**config.mk**
```make
export PLATFORM = sky130hd
export DESIGN_NAME = pipelined_ripple_adder
export DESIGN_NICKNAME = d
export VERILOG_FILES = /design/src/rtl/pipelined_ripple_adder_pkg.sv /design/src/rtl/ripple_carry_adder.sv /design/src/rtl/pipelined_ripple_adder.sv
export SDC_FILE = /design/constraint.sdc
export NUM_CORES = 1
export LEC_CHECK = 0
export BUFFER_PORTS_ARGS = -buffer_cell sky130_fd_sc_hd__buf_2
export CAP_MARGIN = 20
export CORE_MARGIN = 8
export CORE_UTILIZATION = 55
export CTS_BUF_LIST = sky130_fd_sc_hd__clkbuf_16
export CTS_CLUSTER_SIZE = 28
export DETAILED_ROUTE_END_ITERATION = 12
export PLACE_DENSITY = 0.78
export SLEW_MARGIN = 10
export SYNTH_ARGS = -nofsm -noshare
export SYNTH_HDL_FRONTEND = slang
export SYNTH_HIERARCHICAL = 1
export SYNTH_SLANG_ARGS = --single-unit
```
**constraint.sdc**
```tcl
create_clock -name clk -period 13.55 [get_ports clk]
set_clock_uncertainty 0.2 [all_clocks]
set_input_delay 2.0325 -clock clk [delete_from_list [all_inputs] [get_ports clk]]
set_output_delay 2.0325 -clock clk [all_outputs]
set_load 0.005 [all_outputs]
```
**src/rtl/pipelined_ripple_adder_pkg.sv**
```systemverilog
// Shared definitions for the chunked, pipelined ripple-carry add/subtract unit.
// Provides the mode encoding plus width helpers for the design and its bench.
package pipelined_ripple_adder_pkg;

    typedef enum logic {
        MODE_ADD = 1'b0,
        MODE_SUB = 1'b1
    } mode_e;

    function automatic int unsigned chunk_width(input int unsigned width, input int unsigned stages);
        return (stages == 0) ? 0 : width / stages;
    endfunction

    function automatic int unsigned clog2_ceil(input int unsigned value);
        int unsigned bits;
        bits = 0;
        while ((64'd1 << bits) < 64'(value)) bits++;
        return bits;
    endfunction

endpackage

```
**src/rtl/ripple_carry_adder.sv**
```systemverilog
// Purely combinational ripple-carry adder, one full-adder cell per bit.
module ripple_carry_adder #(
    parameter int unsigned WIDTH = 4
) (
    input  logic [WIDTH-1:0] a,
    input  logic [WIDTH-1:0] b,
    input  logic             c_in,
    output logic [WIDTH-1:0] sum,
    output logic             c_out
);

    logic [WIDTH:0] carry;

    assign carry[0] = c_in;

    for (genvar i = 0; i < WIDTH; i++) begin : g_fa
        assign sum[i]     = a[i] ^ b[i] ^ carry[i];
        assign carry[i+1] = (a[i] & b[i]) | (carry[i] & (a[i] ^ b[i]));
    end

    assign c_out = carry[WIDTH];

endmodule

```
**src/rtl/pipelined_ripple_adder.sv**
```systemverilog
// Pipelined add/subtract: each stage resolves one CHUNK-bit slice and registers
// the carry, forwarding the unresolved operand bits with valid/ready flow control.
module pipelined_ripple_adder
    import pipelined_ripple_adder_pkg::*;
#(
    parameter int unsigned WIDTH  = 32,
    parameter int unsigned STAGES = 4
) (
    input  logic             clk,
    input  logic             rst_n,
    input  logic             in_valid,
    output logic             in_ready,
    input  logic [WIDTH-1:0] a,
    input  logic [WIDTH-1:0] b,
    input  logic             c_in,
    input  logic             sub,
    output logic             out_valid,
    input  logic             out_ready,
    output logic [WIDTH-1:0] sum,
    output logic             c_out,
    output logic             ovf
);

    localparam int unsigned CHUNK = chunk_width(WIDTH, STAGES);

    if (STAGES < 1 || STAGES > WIDTH || (WIDTH % STAGES) != 0) begin : g_bad_params
        $error("pipelined_ripple_adder: WIDTH must be a multiple of STAGES and STAGES in 1..WIDTH");
    end

    logic [WIDTH-1:0] b_eff;
    logic             cin_eff;
    logic [STAGES:0]  load;

    // Subtraction is a + ~b + 1; a borrow-in cancels that +1.
    assign b_eff   = (mode_e'(sub) == MODE_SUB) ? ~b : b;
    assign cin_eff = c_in ^ sub;

    assign load[STAGES] = out_ready;

    for (genvar k = 0; k < STAGES; k++) begin : stg
        localparam int unsigned LO  = k * CHUNK;
        localparam int unsigned REM = WIDTH - LO - CHUNK;

        logic [CHUNK-1:0]    a_chunk;
        logic [CHUNK-1:0]    b_chunk;
        logic [CHUNK-1:0]    s_chunk;
        logic                carry_in;
        logic                carry_out;
        logic                up_valid;
        logic [LO+CHUNK-1:0] res_d;
        logic [LO+CHUNK-1:0] res_q;
        logic                valid_q;
        logic                carry_q;

        if (k == 0) begin : src
            assign a_chunk  = a[CHUNK-1:0];
            assign b_chunk  = b_eff[CHUNK-1:0];
            assign carry_in = cin_eff;
            assign up_valid = in_valid;
            assign res_d    = s_chunk;
        end else begin : src
            assign a_chunk  = stg[k-1].fwd.a_q[CHUNK-1:0];
            assign b_chunk  = stg[k-1].fwd.b_q[CHUNK-1:0];
            assign carry_in = stg[k-1].carry_q;
            assign up_valid = stg[k-1].valid_q;
            assign res_d    = {s_chunk, stg[k-1].res_q};
        end

        ripple_carry_adder #(
            .WIDTH(CHUNK)
        ) u_rca (
            .a    (a_chunk),
            .b    (b_chunk),
            .c_in (carry_in),
            .sum  (s_chunk),
            .c_out(carry_out)
        );

        // A stage may load when empty or when its content moves on this cycle.
        assign load[k] = !valid_q || load[k+1];

        always_ff @(posedge clk or negedge rst_n) begin
            if (!rst_n) begin
                valid_q <= 1'b0;
                carry_q <= 1'b0;
                res_q   <= '0;
            end else if (load[k]) begin
                valid_q <= up_valid;
                if (up_valid) begin
                    carry_q <= carry_out;
                    res_q   <= res_d;
                end
            end
        end

        if (k < STAGES - 1) begin : fwd
            logic [REM-1:0] a_d;
            logic [REM-1:0] b_d;
            logic [REM-1:0] a_q;
            logic [REM-1:0] b_q;

            if (k == 0) begin : nxt
                assign a_d = a[WIDTH-1:CHUNK];
                assign b_d = b_eff[WIDTH-1:CHUNK];
            end else begin : nxt
                assign a_d = stg[k-1].fwd.a_q[REM+CHUNK-1:CHUNK];
                assign b_d = stg[k-1].fwd.b_q[REM+CHUNK-1:CHUNK];
            end

            always_ff @(posedge clk or negedge rst_n) begin
                if (!rst_n) begin
                    a_q <= '0;
                    b_q <= '0;
                end else if (load[k] && up_valid) begin
                    a_q <= a_d;
                    b_q <= b_d;
                end
            end
        end else begin : fin
            logic ovf_q;

            // Carry into the MSB is recovered from the MSB sum bit and its operands.
            always_ff @(posedge clk or negedge rst_n) begin
                if (!rst_n) begin
                    ovf_q <= 1'b0;
                end else if (load[k] && up_valid) begin
                    ovf_q <= carry_out ^ (a_chunk[CHUNK-1] ^ b_chunk[CHUNK-1] ^ s_chunk[CHUNK-1]);
                end
            end
        end
    end

    assign in_ready  = load[0];
    assign out_valid = stg[STAGES-1].valid_q;
    assign sum       = stg[STAGES-1].res_q;
    assign c_out     = stg[STAGES-1].carry_q;
    assign ovf       = stg[STAGES-1].fin.ovf_q;

endmodule

```
==> results of run 1 <==
-- metal layers --
| layer | wire length, microns | track usage [%] | vias up |
|---|---|---|---|
| met5 | 0 | 0 | - |
| met4 | 209 | 5.37 | 0 |
| met3 | 585 | 4.12 | 17 |
| met2 | 7300 | 27.5 | 74 |
| met1 | 6010 | 19.8 | 2175 |
| li1 | - | - | 1907 |
-- cell usage after synthesis, drive strengths merged --
master / instances
dfrtp: 185
and4b: 1
mux2: 181
clkbuf: 1
xnor2: 2
buf: 21
nand2: 4
nand4b: 1
xor2: 34
fa: 32
a21boi: 1
inv: 40
nand2b: 5
nand3b: 1
-- critical path, cell delays in order --
cell and delay (ns):
buf_2 0.07, buf_4 0.46, xor2_1 0.19, fa_1 0.44, inv_1 0.09, fa_1 0.16
inv_1 0.05, fa_1 0.37, fa_1 0.39, fa_1 0.39, fa_1 0.40, fa_1 0.36
inv_1 0.07, fa_1 0.40, inv_1 0.06, mux2_2 0.13
-- registers in the layout (all words and copies together), names as in the netlist --
signal,count
stg.fwd.a_q,48
stg.fwd.b_q,48
stg.res_q,48
sum,32
stg.carry_q,3
stg.valid_q,3
c_out,1
out_valid,1
ovf,1
-- placed cells by master, fill, tap and decap left out, types with 2 or more instances in the layout --
cell,Yosys,routed
clkinvlp_4,0,3
mux2_4,30,30
clkinv_1,0,2
dfrtp_1,185,185
nand2_2,0,3
fa_1,32,32
buf_4,2,4
clkbuf_16,0,17
buf_2,15,104
nand2b_1,5,5
mux2_2,151,151
xor2_1,34,34
xnor2_1,2,2
clkinv_2,0,4
inv_1,40,44
-- area by class of cell --
cell class | count | area (sq um)
clock buffers | 17 | 425
fillers | 1050 | 5160
inverters | 40 | 150
well taps | 184 | 230
repair buffers | 110 | 582
flip-flops and latches | 185 | 4630
multi-input cells | 262 | 3210
clock inverters | 14 | 95.1
-- power by group --
part | internal [mW] | switching [mW]
logic | 0.323 | 0.215
registers | 0.760 | 0.116
clock network | 0.246 | 0.194
-- cell families (layout without fill, tap and decap cells) --
group	after synthesis	count (layout)	share of synthesized area, %
AO/OA/AOI/OAI	1	1	0.139
XOR/XNOR	36	36	3.89
adder cells (fa/ha/maj)	32	32	7.90
AND/OR/NAND/NOR	12	12	0.895
buffers and inverters	62	181	3.56
multiplexers	181	181	26.5
flip-flops	185	185	57.1
-- how the worst min path moves through the flow --
stage | cells past startpoint | end
detailed placement | 1 | sum[16]
finish | 1 | stg[1].fwd.a_q[15]
floorplan | 1 | stg[2].valid_q
global route | 1 | stg[0].fwd.b_q[23]
global placement | 1 | sum[1]
CTS | 1 | stg[2].res_q[10]
-- per-stage QoR --
stage	instance area [sq um]	util, %	std cells	hold slack, ns	total power [mW]
6_report	9320	64.4	812	0.297	1.86
5_1_grt	9320	64.4	812	0.312	1.99
4_1_cts	9300	64.2	811	0.299	1.88
3_5_place_dp	8780	60.6	780	0.287	1.44
3_3_place_gp	8780	60.6	780	0.284	1.39
2_1_floorplan	8110	-	509	0.272	1.24
==> impl_metrics.toml, run 1 <==
[clock_network]
hold_buffers = 0
cts_resized = 0
cts_buffer_depth = 2
clkTransAtPathRegs_ns = 0.07
cts_tree = "yes"
clk_latency_ns = 0.41
cts_sinks = 185
cts_root_buffer = "clkbuf_16"
cts.htree.levels = 4
numCtsBuffers = 17
post-cts-setup-buffers = 0

[sta]
relSlewSlack_pct = 35.9
max_freq_mhz = 169
rsz0062_at_grt = "no"
setup-violations-final = 0
fin_setup_tns_ns = 0
final.setup.worst_slack_ns = 7.62
period_share_pct = 43.7
slew_violations = 0
hold_viol = 0
worst_slew_pin_slew_ns = 0.962
period_needed_ns = 5.93

[route]
vias = 4173
via_per_inst = 5.14
wl_per_cell_microns = 17.4
routed_wl_microns = 14100
route.detailed.drc = 0
firstDrtPassIters = 4
drtIter0Drc = 125
antenna_left = 0

[yosys]
ys_warn_count = 6
yosysTopAreaCell = "dfrtp_1"
syn-num-nets = 611
syn_avg_cell_area_sq_um = 15.9
synth_area_sq_um = 8110
synth_top_area_share_pct = 57.1
synth-seq-cells = 185
synth_area_leaders = "dfrtp_1 57%, mux2_2 21%, fa_1 7.9%"
synthCells = 509
synth_seq_area_share_pct = 57.1
synth_cell_types = 17

[pwr]
p_leak_nw = 4.34
p_per_area_nw_per_um2 = 199
vdd_drop_max_v = 0.0000918

[worst_setup_path]
end_kind = "flop"
endpoint = "stg[0].res_q[7]"
timing.rr.start = "stg[2].fwd.a_q[0]"
cp.arrival_ns = 6.08
critical_path_class = "primary input to flop"
ff2ff_setup_slack_ns = 9.09
startpoint = "sub"
ff2ff_path_depth = 15
crit_fanout = 33
start_kind = "primary input"
rr_endpoint = "ovf"
critPathRequiredTime_ns = 13.70

[floorplan]
num_rows = 44
coreArea_sq_um = 14500
start_util_pct = 56.0
die_y_microns = 137
dieArea_sq_um = 18900
chipWidth_microns = 137
ioPinCount = 106

[place]
portBuffers = 105
routabilityCongestion = 0.759
dp_hpwl_microns = 9320
pre_cts_ws_ns = 7.14

[hold_path]
min_from = "stg[1].fwd.a_q[15]"
hold_path.class = "flop to flop"

[cells_and_area]
insertedDiodeCount = 0
fin_nets = 718
areaGrowthSynthToFinish_pct = 14.9
drive_gt1_share_pct = 51.0

[grt]
grt_pass1_wl_microns = 23600
grtUsageTotal_pct = 16.2
grt_max_degree = 107
gr-total-overflow = 0
antenna_found_initial = 0
grt_pass1_vias = 4778

[flow_run]
cap_violations = 0

[outcome]
status = "finished clean"
Power figures use the tool's default switching activity.
==> inputs of run 2 (changes only) <==
--- a/config.mk
+++ b/config.mk
@@ -8,11 +8,11 @@
 export BUFFER_PORTS_ARGS = -buffer_cell sky130_fd_sc_hd__buf_2
 export CAP_MARGIN = 20
 export CORE_MARGIN = 8
-export CORE_UTILIZATION = 55
+export CORE_UTILIZATION = 52
 export CTS_BUF_LIST = sky130_fd_sc_hd__clkbuf_16
 export CTS_CLUSTER_SIZE = 28
 export DETAILED_ROUTE_END_ITERATION = 12
-export PLACE_DENSITY = 0.78
+export PLACE_DENSITY = 0.77
 export SLEW_MARGIN = 10
 export SYNTH_ARGS = -nofsm -noshare
 export SYNTH_HDL_FRONTEND = slang
==> constraint.sdc (replaced) <==
create_clock -name clk -period 5.15 [get_ports clk]
set_clock_uncertainty 0.2 [all_clocks]
set_input_delay 0.7725 -clock clk [delete_from_list [all_inputs] [get_ports clk]]
set_output_delay 0.7725 -clock clk [all_outputs]
set_load 0.005 [all_outputs]
==> run 2 against run 1 <==
Clock power increased to 3.0 times the previous value. Critical path type is now flop to flop. Power increased to 2.7 times the previous value. Critical path depth decreased by 1. Wire length increased by 5.6%. Via count increased by 0.79%. Highest routed layer unchanged. Design area increased by 1.3%. Combinational power increased to 2.6 times the previous value. Global-route usage decreased by 0.23 points. Core utilization decreased by 2.3 points.
==> impl_metrics.toml, run 2 (same netlist as run 1, synthesis figures left out) <==
[sta]
rsz0062_at_grt = "no"
whs_ns = 0.281
setup-violations-final = 0
relSlewSlack_pct = 33.2
hold_viol = 0
period_share_pct = 86.6
final.setup.worst_slack_ns = 0.688
fin_setup_tns_ns = 0
max_freq_mhz = 224
period_needed_ns = 4.46
slew_violations = 0
worst_slew_pin_slew_ns = 0.998

[route]
vias = 4206
wl_per_cell_microns = 18.2
via_per_inst = 5.13
routed_wl_microns = 14900
firstDrtPassIters = 4
antenna_left = 0
route.detailed.drc = 0
drtIter0Drc = 108

[place]
dp_hpwl_microns = 10000
place_inst = 788
placed_cell_area_sq_um = 8830
pre_cts_ws_ns = 0.533
routabilityCongestion = 0.741
portBuffers = 105

[worst_setup_path]
cp.arrival_ns = 4.57
critical_path_class = "flop to flop"
crit_fanout = 2
timing.rr.start = "stg[2].fwd.a_q[0]"
end_kind = "flop"
ff2ff_setup_slack_ns = 0.69
start_kind = "flop"
ff2ff_path_depth = 15
rr_endpoint = "ovf"
critPathRequiredTime_ns = 5.26

[clock_network]
cts_sinks = 185
hold_buffers = 0
cts.htree.levels = 4
numCtsBuffers = 17
clk_latency_ns = 0.42
cts_root_buffer = "clkbuf_16"
post-cts-setup-buffers = 0
cts_buffer_depth = 2
cts_resized = 0
cts_tree = "yes"
clkTransAtPathRegs_ns = 0.07

[cells_and_area]
drive_gt1_share_pct = 51.9
reg.largest.list = "stg.fwd.a_q (48), stg.fwd.b_q (48), stg.res_q (48)"
fin_cells = 820
insertedDiodeCount = 0
layout_commonest_cell = "dfrtp_1"
fin_nets = 721
final_core_util_pct = 62.1
fin_area_sq_um = 9440
final_cell_mix = "185 x dfrtp_1, 151 x mux2_2, 104 x buf_2"
fillers = 1168
areaGrowthSynthToFinish_pct = 16.4

[grt]
gr-total-overflow = 0
grt_pass1_wl_microns = 24800
grtUsageTotal_pct = 16.0
antenna_found_initial = 0
grt_max_degree = 112
grt_pass1_vias = 4929

[pwr]
vdd_drop_max_v = 0.000284
p_per_area_nw_per_um2 = 538
power_mw = 5.08
p_leak_nw = 4.40

[floorplan]
num_rows = 45
coreArea_sq_um = 15200
die_y_microns = 141
dieArea_sq_um = 19800
start_util_pct = 53.3
ioPinCount = 106
chipWidth_microns = 141

[hold_path]
hold_path.class = "primary input to asynchronous set/reset pin"

[outcome]
status = "finished clean"

[flow_run]
cap_violations = 0
run 2: area by class of cell:
| type | instances | area, sq um | area share [%] |
|---|---|---|---|
| multi-input combinational | 262 | 3210 | 34.0 |
| clock inverter | 15 | 183 | 1.94 |
| inverter | 40 | 150 | 1.59 |
| clock buffer | 17 | 425 | 4.51 |
| tap | 188 | 235 | 2.49 |
| sequential | 185 | 4630 | 49.0 |
| timing repair buffer | 113 | 612 | 6.48 |
run 2: where the power goes:
group | leakage (nW) | switching, mW | internal, mW | total, mW
Combinational | 1.94 | 0.572 | 0.846 | 1.42
Clock | 0.305 | 0.537 | 0.805 | 1.34
Sequential | 2.16 | 0.314 | 2.00 | 2.31
run 2: critical path: stages (launching register included):
cell	delay (ns)
dfrtp_1	0.41
fa_1	0.42
inv_1	0.08
fa_1	0.16
inv_1	0.06
fa_1	0.38
fa_1	0.40
fa_1	0.38
fa_1	0.39
fa_1	0.36
inv_1	0.07
fa_1	0.40
inv_1	0.09
xor2_1	0.18
xnor2_1	0.10
mux2_2	0.26
run 2: worst max path at each step:
stage                 startpoint               to  slack (ns)  cells after the start
2_1_floorplan                sub  stg[0].res_q[7]        0.37                     16
3_3_place_gp                 sub  stg[0].res_q[7]        0.60                     15
3_5_place_dp                 sub  stg[0].res_q[7]        0.53                     15
4_1_cts        stg[2].fwd.a_q[0]              ovf        0.62                     15
5_1_grt        stg[2].fwd.a_q[0]              ovf        0.46                     15
6_report       stg[2].fwd.a_q[0]              ovf        0.69                     15
run 2: layer usage:
metal  wire [microns]  track usage, %  vias to the layer above
li1                 -               -                     1904
met4              270            6.45                        0
met5                0               0                        -
met3              671            4.15                       19
met2             7570            27.8                       84
met1             6390            18.5                     2199
==> inputs of run 3 (changes only) <==
--- a/config.mk
+++ b/config.mk
@@ -12,7 +12,7 @@
 export CTS_BUF_LIST = sky130_fd_sc_hd__clkbuf_16
 export CTS_CLUSTER_SIZE = 28
 export DETAILED_ROUTE_END_ITERATION = 12
-export PLACE_DENSITY = 0.77
+export PLACE_DENSITY = 0.76
 export SLEW_MARGIN = 10
 export SYNTH_ARGS = -nofsm -noshare
 export SYNTH_HDL_FRONTEND = slang
==> run 3 against run 2 <==
Highest routed layer unchanged. Worst setup slack better by 0.019 ns. Global-route usage is 0.31 points lower. Final cell count is 0.49% lower. Sequential power hardly changed. Wire length is 1.8% lower. Clock power hardly changed. Largest power group unchanged. Design area is 0.36% lower. Die area stayed put. Register-to-register slack better by 0.02 ns. Maximum frequency is 0.43% higher. Non-clock buffer count is 3 lower. Hold slack better by 0.016 ns.
==> impl_metrics.toml, run 3 (same netlist as run 1, synthesis figures left out) <==
[clock_network]
clk_latency_ns = 0.41
cts_root_buffer = "clkbuf_16"
cts_tree = "yes"
numCtsBuffers = 17
hold_buffers = 0
cts_resized = 0
post-cts-setup-buffers = 0
cts.htree.levels = 4
cts_sinks = 185
clkTransAtPathRegs_ns = 0.07
cts_buffer_depth = 2

[pwr]
p_per_area_nw_per_um2 = 535
power_mw = 5.03
p_leak_nw = 4.38
power_frac_clock_pct = 26.1
swShare_pct = 27.6
pwr-share-comb_pct = 28.0
p_int_mw = 3.64
vdd_drop_max_v = 0.000270
power_frac_seq_pct = 46.0
p_sw_mw = 1.39

[outcome]
status = "finished clean"

[floorplan]
num_rows = 45
die_y_microns = 141
coreArea_sq_um = 15200
dieArea_sq_um = 19800
chipWidth_microns = 141
ioPinCount = 106
start_util_pct = 53.3

[place]
routabilityCongestion = 0.737
place_inst = 785
portBuffers = 105
pre_cts_ws_ns = 0.351
dp_hpwl_microns = 9670

[sta]
final.setup.worst_slack_ns = 0.707
fin_setup_tns_ns = 0
worst_slew_pin_slew_ns = 1.00
setup-violations-final = 0
period_share_pct = 86.3
max_freq_mhz = 225
rsz0062_at_grt = "no"
period_needed_ns = 4.44
hold_viol = 0
slew_violations = 0
relSlewSlack_pct = 33.1

[cells_and_area]
insertedDiodeCount = 0
fin_cells = 816
fillers = 1149
fin_nets = 718
final_core_util_pct = 61.9
drive_gt1_share_pct = 50.8
reg.largest.list = "stg.fwd.a_q (48), stg.fwd.b_q (48), stg.res_q (48)"
final_cell_mix = "185 x dfrtp_1, 151 x mux2_2, 104 x buf_2"
layout_commonest_cell = "dfrtp_1"
areaGrowthSynthToFinish_pct = 16.0

[worst_setup_path]
end_kind = "flop"
cp.arrival_ns = 4.54
critPathRequiredTime_ns = 5.24
critical_path_class = "flop to flop"
start_kind = "flop"
crit_fanout = 2

[route]
routed_wl_microns = 14600
firstDrtPassIters = 4
wl_per_cell_microns = 17.9
vias = 4202
via_per_inst = 5.15
drtIter0Drc = 116
route.detailed.drc = 0
antenna_left = 0

[grt]
grt_pass1_wl_microns = 24700
antenna_found_initial = 0
grt_max_degree = 186
grt_pass1_vias = 4944
gr-total-overflow = 0
grtUsageTotal_pct = 15.7

[flow_run]
cap_violations = 0

[hold_path]
hold_path.class = "flop to flop"
==> run 3: cell count changes in the layout (fill, tap and decap cells not counted) <==
cell / before / now
clkinv_1: 1 / 3
buf_4: 7 / 3
inv_6: 1 / 0
inv_1: 41 / 44
clkinv_2: 6 / 1
buf_16: 1 / 0
buf_12: 0 / 2
clkinv_4: 1 / 0
clkinvlp_4: 1 / 2
==> run 3: cell type report <==
type	count	area, sq um	area share [%]
tap	188	235	2.50
sequential	185	4630	49.2
timing repair buffer	110	594	6.32
multi-input combinational	262	3210	34.1
inverter	40	150	1.60
clock inverter	14	166	1.77
clock buffer	17	425	4.52
==> run 3: worst paths after layout <==
| check | depth (start not counted) | startpoint | endpoint | slack (ns) |
|---|---|---|---|---|
| min in group asynchronous | 2 | rst_n | sum[3] | 0.32 |
| max reg2reg | 15 | stg[2].fwd.a_q[0] | ovf | 0.71 |
| min | 1 | stg[1].fwd.a_q[10] | stg[2].fwd.a_q[2] | 0.30 |
| max | 15 | stg[2].fwd.a_q[0] | ovf | 0.71 |
| min reg2reg | 1 | stg[1].fwd.a_q[10] | stg[2].fwd.a_q[2] | 0.30 |
| max in group asynchronous | 2 | rst_n | stg[1].res_q[8] | 3.68 |
==> run 3: critical path, stage by stage (launching register included) <==
cell	delay [ns]
dfrtp_1	0.41
fa_1	0.44
inv_1	0.08
fa_1	0.16
inv_1	0.05
fa_1	0.37
fa_1	0.38
fa_1	0.39
fa_1	0.38
fa_1	0.36
inv_1	0.08
fa_1	0.40
inv_1	0.09
xor2_1	0.17
xnor2_1	0.09
mux2_2	0.26
==> run 3: power by group through the flow <==
stage / Clock, mW / Combinational [mW] / Sequential [mW]
6_report: 1.31 / 1.41 / 2.31
5_1_grt: 1.40 / 1.60 / 2.39
4_1_cts: 1.35 / 1.45 / 2.32
3_5_place_dp: 0 / 1.44 / 2.35
3_3_place_gp: 0 / 1.36 / 2.31
2_1_floorplan: 0 / 1.01 / 2.26
==> run 3: layer usage <==
metal | part of all wire (%) | wire length, microns | GRT usage [%]
met4 | 0.38 | 55 | 3.22
met1 | 44 | 6470 | 19.1
met3 | 4.1 | 605 | 4.76
met5 | 0 | 0 | 0
met2 | 51 | 7510 | 27.0
==> run 3: per-stage QoR <==
step                hold WS [ns]  cell area (sq um)
floorplan                  0.272               8110
global placement           0.282               8790
detailed placement         0.290               8810
CTS                        0.304               9410
global route               0.317               9410
finish                     0.298               9410
